==> config.mk <==
export PLATFORM = sky130hd
export DESIGN_NAME = aes_round_ctrl
export DESIGN_NICKNAME = d
export VERILOG_FILES = /design/src/rtl/aes_round_ctrl_pkg.sv /design/src/rtl/aes_round_ctrl.sv
export SDC_FILE = /design/constraint.sdc
export NUM_CORES = 1
export LEC_CHECK = 0
export CAP_MARGIN = 20
export CORE_AREA = 2 2 414 416
export CTS_BUF_LIST = sky130_fd_sc_hd__clkbuf_16
export CTS_CLUSTER_DIAMETER = 200
export CTS_CLUSTER_SIZE = 40
export DETAILED_ROUTE_END_ITERATION = 8
export DIE_AREA = 0 0 416 418
export PLACE_DENSITY = 0.33
export RECOVER_POWER = 25
export SLEW_MARGIN = 10
export SYNTH_ARGS = -nofsm -noshare
export SYNTH_HDL_FRONTEND = slang
export SYNTH_SLANG_ARGS = --single-unit
==> constraint.sdc <==
create_clock -name clk -period 2.7 [get_ports clk]
set_clock_uncertainty 0.2 [all_clocks]
set_input_delay 0.27 -clock clk [delete_from_list [all_inputs] [get_ports clk]]
set_output_delay 0.27 -clock clk [all_outputs]
set_load 0.02 [all_outputs]
==> src/rtl/aes_round_ctrl_pkg.sv <==
// Shared types and constants for the AES-128 round sequencing controller.
package aes_pkg;

  localparam int AES_NR = 10;
  localparam int AES_BW = 128;

  typedef logic [127:0] aes_block_t;

  typedef enum logic [1:0] {
    IDLE  = 2'd0,
    ARK0  = 2'd1,
    ROUND = 2'd2,
    DONE  = 2'd3
  } aes_ctrl_state_e;

endpackage

==> src/rtl/aes_round_ctrl.sv <==
// Sequences one AES-128 encryption: owns the state register, pulses the key
// generator and feeds the combinational round function round by round.
module aes_round_ctrl
  import aes_pkg::*;
#(
  parameter int NR = AES_NR,
  parameter int BW = AES_BW
) (
  input  logic          clk,
  input  logic          rst_n,
  input  logic          in_valid,
  output logic          in_ready,
  input  logic [BW-1:0] in_key,
  input  logic [BW-1:0] in_data,
  output logic          out_valid,
  input  logic          out_ready,
  output logic [BW-1:0] out_data,
  input  logic          abort,
  output logic [BW-1:0] ke_key,
  output logic          ke_restart,
  output logic          ke_step,
  input  logic [BW-1:0] ke_round_key,
  output logic [BW-1:0] rf_state,
  output logic [BW-1:0] rf_key,
  output logic          rf_final,
  input  logic [BW-1:0] rf_result,
  output logic          busy,
  output logic [31:0]   blk_count
);

  localparam logic [3:0] LP_NR = 4'(NR);

  aes_ctrl_state_e r_state;
  logic [BW-1:0]   r_data;
  logic [BW-1:0]   r_key;
  logic [3:0]      r_rnd;
  logic            r_restart;
  logic            r_step;
  logic [31:0]     r_cnt;

  logic            w_idle;

  assign w_idle     = (r_state == IDLE);
  assign in_ready   = rst_n & w_idle;
  assign busy       = ~w_idle;
  assign out_valid  = (r_state == DONE);
  assign out_data   = r_data;
  assign ke_key     = r_key;
  assign ke_restart = r_restart;
  assign ke_step    = r_step;
  assign rf_state   = r_data;
  assign rf_key     = ke_round_key;
  assign rf_final   = (r_state == ROUND) && (r_rnd == LP_NR);
  assign blk_count  = r_cnt;

  always_ff @(posedge clk) begin
    if (!rst_n) begin
      r_state   <= IDLE;
      r_data    <= '0;
      r_key     <= '0;
      r_rnd     <= '0;
      r_restart <= 1'b0;
      r_step    <= 1'b0;
      r_cnt     <= '0;
    end else begin
      r_restart <= 1'b0;
      r_step    <= 1'b0;
      // Abort wins over every in-flight action, including the output handshake.
      if (abort && !w_idle) begin
        r_state   <= IDLE;
        r_restart <= 1'b1;
        r_rnd     <= '0;
      end else begin
        case (r_state)
          IDLE: begin
            if (in_valid) begin
              r_key     <= in_key;
              r_data    <= in_data;
              r_restart <= 1'b1;
              r_state   <= ARK0;
            end
          end
          ARK0: begin
            // Key generator presents K0 during the restart pulse cycle.
            r_data  <= r_data ^ ke_round_key;
            r_step  <= 1'b1;
            r_rnd   <= 4'd1;
            r_state <= ROUND;
          end
          ROUND: begin
            r_data <= rf_result;
            if (r_rnd == LP_NR) begin
              r_state <= DONE;
            end else begin
              r_step <= 1'b1;
              r_rnd  <= r_rnd + 4'd1;
            end
          end
          DONE: begin
            if (out_ready) begin
              r_cnt   <= r_cnt + 32'd1;
              r_state <= IDLE;
            end
          end
          default: r_state <= IDLE;
        endcase
      end
    end
  end

endmodule

==> report_table.html <==
<table>
<tr><th>Metric</th><th>Value</th></tr>
<tr><th colspan="2">Status</th></tr>
<tr><td>Result of the run</td><td>finished, final reports clean</td></tr>
<tr><th colspan="2">Synth</th></tr>
<tr><td>Most frequently used cell type in the post-synthesis netlist</td><td>sky130_fd_sc_hd__dfxtp_1</td></tr>
<tr><td>Biggest area consumer among synthesized cells</td><td>sky130_fd_sc_hd__dfxtp_1</td></tr>
<tr><td>Fraction of synthesized cell area taken by the top area cell type</td><td>38.1%</td></tr>
<tr><td>Arithmetic-cell share of the synthesized area counting full adders, half adders and majority gates</td><td>0.643%</td></tr>
<tr><td>Post-synthesis net count</td><td>2439</td></tr>
<tr><td>Mapped Area</td><td>0.0156 mm2</td></tr>
<tr><td>Post-Synth Simple-Gate Area</td><td>13.4%</td></tr>
<tr><td>Mux share of post-synthesis cell area</td><td>0.643%</td></tr>
<tr><td>Xor-xnor portion of the synthesized cell area</td><td>7.54%</td></tr>
<tr><td>Synth top cells by count</td><td>sky130_fd_sc_hd__dfxtp_1, sky130_fd_sc_hd__nand2_1, sky130_fd_sc_hd__a21oi_1</td></tr>
<tr><td>Post-synth EDFFs</td><td>0</td></tr>
<tr><td>Most instantiated flip-flop cell in the synthesis netlist</td><td>sky130_fd_sc_hd__dfxtp_1</td></tr>
<tr><td>Share of the yosys chip area belonging to registers</td><td>38.1%</td></tr>
<tr><td>Average cell area after synthesis</td><td>8.13 um2</td></tr>
<tr><td>Distinct cells, synth</td><td>41</td></tr>
<tr><td>Yosys warning total</td><td>0</td></tr>
<tr><td>Area fraction in compound gates after synthesis</td><td>23.3%</td></tr>
<tr><td>Share of flip-flops with an asynchronous set or reset after synthesis</td><td>0%</td></tr>
<tr><td>Top post-synthesis cells by area</td><td>sky130_fd_sc_hd__dfxtp_1, sky130_fd_sc_hd__buf_4, sky130_fd_sc_hd__a21oi_1</td></tr>
<tr><td>Cells after synthesis</td><td>1914</td></tr>
<tr><td>Largest family of logic cells by synthesized area</td><td>compound AO/OA/AOI/OAI gates</td></tr>
<tr><td>Flip-flop and latch count after synthesis</td><td>296</td></tr>
<tr><th colspan="2">Worst setup path</th></tr>
<tr><td>Kind of end point of the critical path</td><td>output port</td></tr>
<tr><td>Worst-case register-to-register setup slack</td><td>0.29 ns</td></tr>
<tr><td>Worst EP required</td><td>2.23 ns</td></tr>
<tr><td>Crit path max-delay family</td><td>flip-flops</td></tr>
<tr><td>Cell at the slowest stage of the critical path</td><td>sky130_fd_sc_hd__dfxtp_1</td></tr>
<tr><td>Critical Path Max Stage Delay</td><td>0.82 ns</td></tr>
<tr><td>Depth of the most critical reg-to-reg path</td><td>6</td></tr>
<tr><td>Crit path buf inv count</td><td>1</td></tr>
<tr><td>Worst setup path startpoint</td><td>out_data[81]</td></tr>
<tr><td>Category of the critical setup timing path</td><td>flop to output port</td></tr>
<tr><td>Cell chain of the critical path</td><td>clkdlybuf4s50_1</td></tr>
<tr><td>CP Launch Type</td><td>flop</td></tr>
<tr><td>Critical path data arrival time</td><td>2.17 ns</td></tr>
<tr><td>Critical Path Stages</td><td>1</td></tr>
<tr><td>Terminus of the critical flop-to-flop path</td><td>ke_key[108]</td></tr>
<tr><td>Critical register-to-register path startpoint</td><td>r_state[1]</td></tr>
<tr><td>Crit Path Max Fanout</td><td>4</td></tr>
<tr><th colspan="2">Clock tree</th></tr>
<tr><td>TritonCTS clock tree</td><td>done</td></tr>
<tr><td>Total number of clock tree sinks</td><td>296</td></tr>
<tr><td>Maximum count of clock buffers along a single path</td><td>3</td></tr>
<tr><td>Clock slew seen by the registers of the worst setup and hold paths</td><td>0.17 ns</td></tr>
<tr><td>Number of buffers inserted by post-CTS setup repair</td><td>0</td></tr>
<tr><td>Clock tree root driver cell</td><td>sky130_fd_sc_hd__clkbuf_16</td></tr>
<tr><td>Count of H-tree levels built during CTS</td><td>1</td></tr>
<tr><td>Insertion delay to the later sink of the worst-skew pair</td><td>0.62 ns</td></tr>
<tr><td>Number of buffers created by CTS</td><td>12</td></tr>
<tr><th colspan="2">STA</th></tr>
<tr><td>Normalized max-slew margin</td><td>30.8%</td></tr>
<tr><td>Final-report max-slew violation count</td><td>0</td></tr>
<tr><td>Shortest clock period the worst path allows after layout</td><td>2.64 ns</td></tr>
<tr><td>Number of hold violations in the final report</td><td>0</td></tr>
<tr><td>Max Fclk</td><td>379 MHz</td></tr>
<tr><td>Worst-case hold slack</td><td>0.0603 ns</td></tr>
<tr><td>Setup violators final</td><td>0</td></tr>
<tr><td>RSZ-0062 raised after global routing</td><td>no</td></tr>
<tr><td>Total Neg Setup Slack</td><td>0 ns</td></tr>
<tr><td>Final Cycle Share</td><td>97.8%</td></tr>
<tr><td>Slew @ Worst Pin</td><td>1.03 ns</td></tr>
<tr><th colspan="2">Drt</th></tr>
<tr><td>Average routed wire per standard cell</td><td>25.1 um</td></tr>
<tr><td>DRC viols</td><td>0</td></tr>
<tr><td>Drt first pass iters</td><td>5</td></tr>
<tr><td>Drt via density</td><td>3.38</td></tr>
<tr><td>Post-detailed-route count of antenna-violating nets</td><td>0</td></tr>
<tr><td>Total via count after detailed routing</td><td>17000</td></tr>
<tr><td>Starting DRT DRC Count</td><td>1096</td></tr>
<tr><td>DRT Wirelength</td><td>126 mm</td></tr>
<tr><th colspan="2">Die</th></tr>
<tr><td>Height of the chip</td><td>418 um</td></tr>
<tr><td>Core box area</td><td>0.169 mm2</td></tr>
<tr><td>Boundary Pins</td><td>1067</td></tr>
<tr><td># rows</td><td>151</td></tr>
<tr><td>Chip width</td><td>416 um</td></tr>
<tr><td>Die outline area</td><td>0.174 mm2</td></tr>
<tr><td>Initial Utilization</td><td>9.20%</td></tr>
<tr><th colspan="2">Place</th></tr>
<tr><td>Port Buffer Count</td><td>1066</td></tr>
<tr><td>Final HPWL DP</td><td>106 mm</td></tr>
<tr><td>Placer Congestion</td><td>0.855</td></tr>
<tr><th colspan="2">Global routing</th></tr>
<tr><td>Number of global-route vias before repair</td><td>17200</td></tr>
<tr><td>First-pass GRT wire length</td><td>162 mm</td></tr>
<tr><td>Overall routing resource usage</td><td>13.7%</td></tr>
<tr><td>Number of antenna violations at the first check in global routing</td><td>53</td></tr>
<tr><td>GRT overflow</td><td>0</td></tr>
<tr><td>Maximum number of pins on one net before global-route repair</td><td>80</td></tr>
<tr><th colspan="2">Layout</th></tr>
<tr><td>Total of fill cells in the finished design</td><td>19100</td></tr>
<tr><td>Fraction of layout instances using a drive strength above 1</td><td>3.31%</td></tr>
<tr><td>Number of nets in the final layout</td><td>3301</td></tr>
<tr><td>Area growth from synthesis to layout</td><td>85.8%</td></tr>
<tr><th colspan="2">Pwr</th></tr>
<tr><td>Switching Power</td><td>12100 uW</td></tr>
<tr><td>Power per cell area</td><td>858 mW/mm2</td></tr>
<tr><td>Max rail drop VDD</td><td>0.000510 V</td></tr>
<tr><td>Combinational fraction of design power</td><td>61.4%</td></tr>
<tr><td>Cell Int Power</td><td>12800 uW</td></tr>
<tr><td>Relative contribution of the clock network to total power</td><td>11.2%</td></tr>
<tr><td>Portion of total power attributed to sequential cells</td><td>27.4%</td></tr>
<tr><td>Net Sw Frac</td><td>48.6%</td></tr>
<tr><td>Total leakage power</td><td>0.0102 uW</td></tr>
<tr><th colspan="2">Min path</th></tr>
<tr><td>Launch point of the worst hold path</td><td>in_key[98]</td></tr>
<tr><td>WHS Path Cells</td><td>3</td></tr>
<tr><td>End point of the worst hold path</td><td>ke_key[98]</td></tr>
<tr><td>Min-delay worst type</td><td>primary input to flop</td></tr>
<tr><th colspan="2">Run</th></tr>
<tr><td>Max_cap viols</td><td>0</td></tr>
</table>
layout make-up:
type / instances / area [um2] / area share (%)
Timing Repair Buffer: 1246 / 12600 / 43.5
Multi-Input combinational cell: 1207 / 7150 / 24.7
Clock buffer: 12 / 300 / 1.04
Antenna cell: 17 / 42.5 / 0.147
Clock inverter: 5 / 91.3 / 0.316
Sequential cell: 296 / 5930 / 20.5
Inverter: 13 / 51.3 / 0.177
Tap cell: 2218 / 2780 / 9.60
logic make-up (layout without fill, tap and decap cells):
logic type	count (synthesis)	after routing
AOI/OAI and AO/OA	556	556
xor gates and xnor gates	134	134
adders and majority gates	8	8
buffers and inverters	411	1276
DFF	296	296
muxes	10	10
other	0	17
and+or+nand+nor	499	499
routing by layer:
metal / vias up / GRT usage, % / wire length (um)
met1: 8160 / 16.7 / 52200
li1: 8091 / - / -
met4: 38 / 4.83 / 3810
met3: 133 / 4.68 / 9660
met2: 530 / 22.2 / 59900
met5: - / 0.250 / 292
cells in the final DEF (no fill, tap or decap), types with 10 or more instances in the layout:
cell,synthesis,layout
sky130_fd_sc_hd__nor2_1,146,145
sky130_fd_sc_hd__or4_1,12,12
sky130_fd_sc_hd__a22oi_1,129,129
sky130_fd_sc_hd__buf_4,256,37
sky130_fd_sc_hd__clkbuf_16,0,12
sky130_fd_sc_hd__nand2_1,280,279
sky130_fd_sc_hd__nor4_1,11,11
sky130_fd_sc_hd__dfxtp_1,296,295
sky130_fd_sc_hd__a22o_1,128,128
sky130_fd_sc_hd__buf_12,0,25
sky130_fd_sc_hd__xor2_1,129,129
sky130_fd_sc_hd__inv_1,12,12
sky130_fd_sc_hd__dlygate4sd3_1,0,233
sky130_fd_sc_hd__clkdlybuf4s50_1,0,938
sky130_fd_sc_hd__diode_2,0,17
sky130_fd_sc_hd__nand2b_1,10,10
sky130_fd_sc_hd__a21oi_1,274,274
sky130_fd_sc_hd__mux2i_1,10,10
sky130_fd_sc_hd__o31ai_1,12,12
through the flow:
step           setup slack (ns)  power [uW]  area (um2)  utilization [%]  cells
2_1_floorplan             0.414       14500       15600                -   1914
3_3_place_gp              0.200       22400       27400             16.2   4865
3_5_place_dp              0.226       22400       27400             16.2   4865
4_1_cts                  0.0504       25500       28900             17.1   4997
5_1_grt                  0.0435       26400       28900             17.1   5010
6_report                 0.0593       24800       28900             17.1   5014
flip-flops by register name (all words and copies together) (netlist names):
signal and count:
out_data 128, r_rnd 4, ke_key 128, ke_restart 1, ke_step 1, r_state 2
blk_count 32
power by group through the flow:
stage | sequential (uW) | clock (uW) | combinational (uW)
final | 6790 | 2780 | 15200
after global routing | 6910 | 3090 | 16400
after floorplan | 7370 | 0 | 7180
after CTS | 6820 | 3010 | 15600
after detailed placement | 6910 | 0 | 15400
after global placement | 6920 | 0 | 15500
how the worst max path moves through the flow:
stage	to	slack, ns
2_1_floorplan	blk_count[12]	0.41
3_3_place_gp	blk_count[12]	0.20
3_5_place_dp	blk_count[20]	0.23
4_1_cts	rf_state[93]	0.05
5_1_grt	rf_state[76]	0.04
6_report	rf_state[81]	0.06
timing repair:
item	CTS	global route
endpoints found under the hold margin	115	0
gates resized for setup	5	1
setup endpoints to repair	3	1
hold buffers	115	0
(Power assumes the default switching activity.)
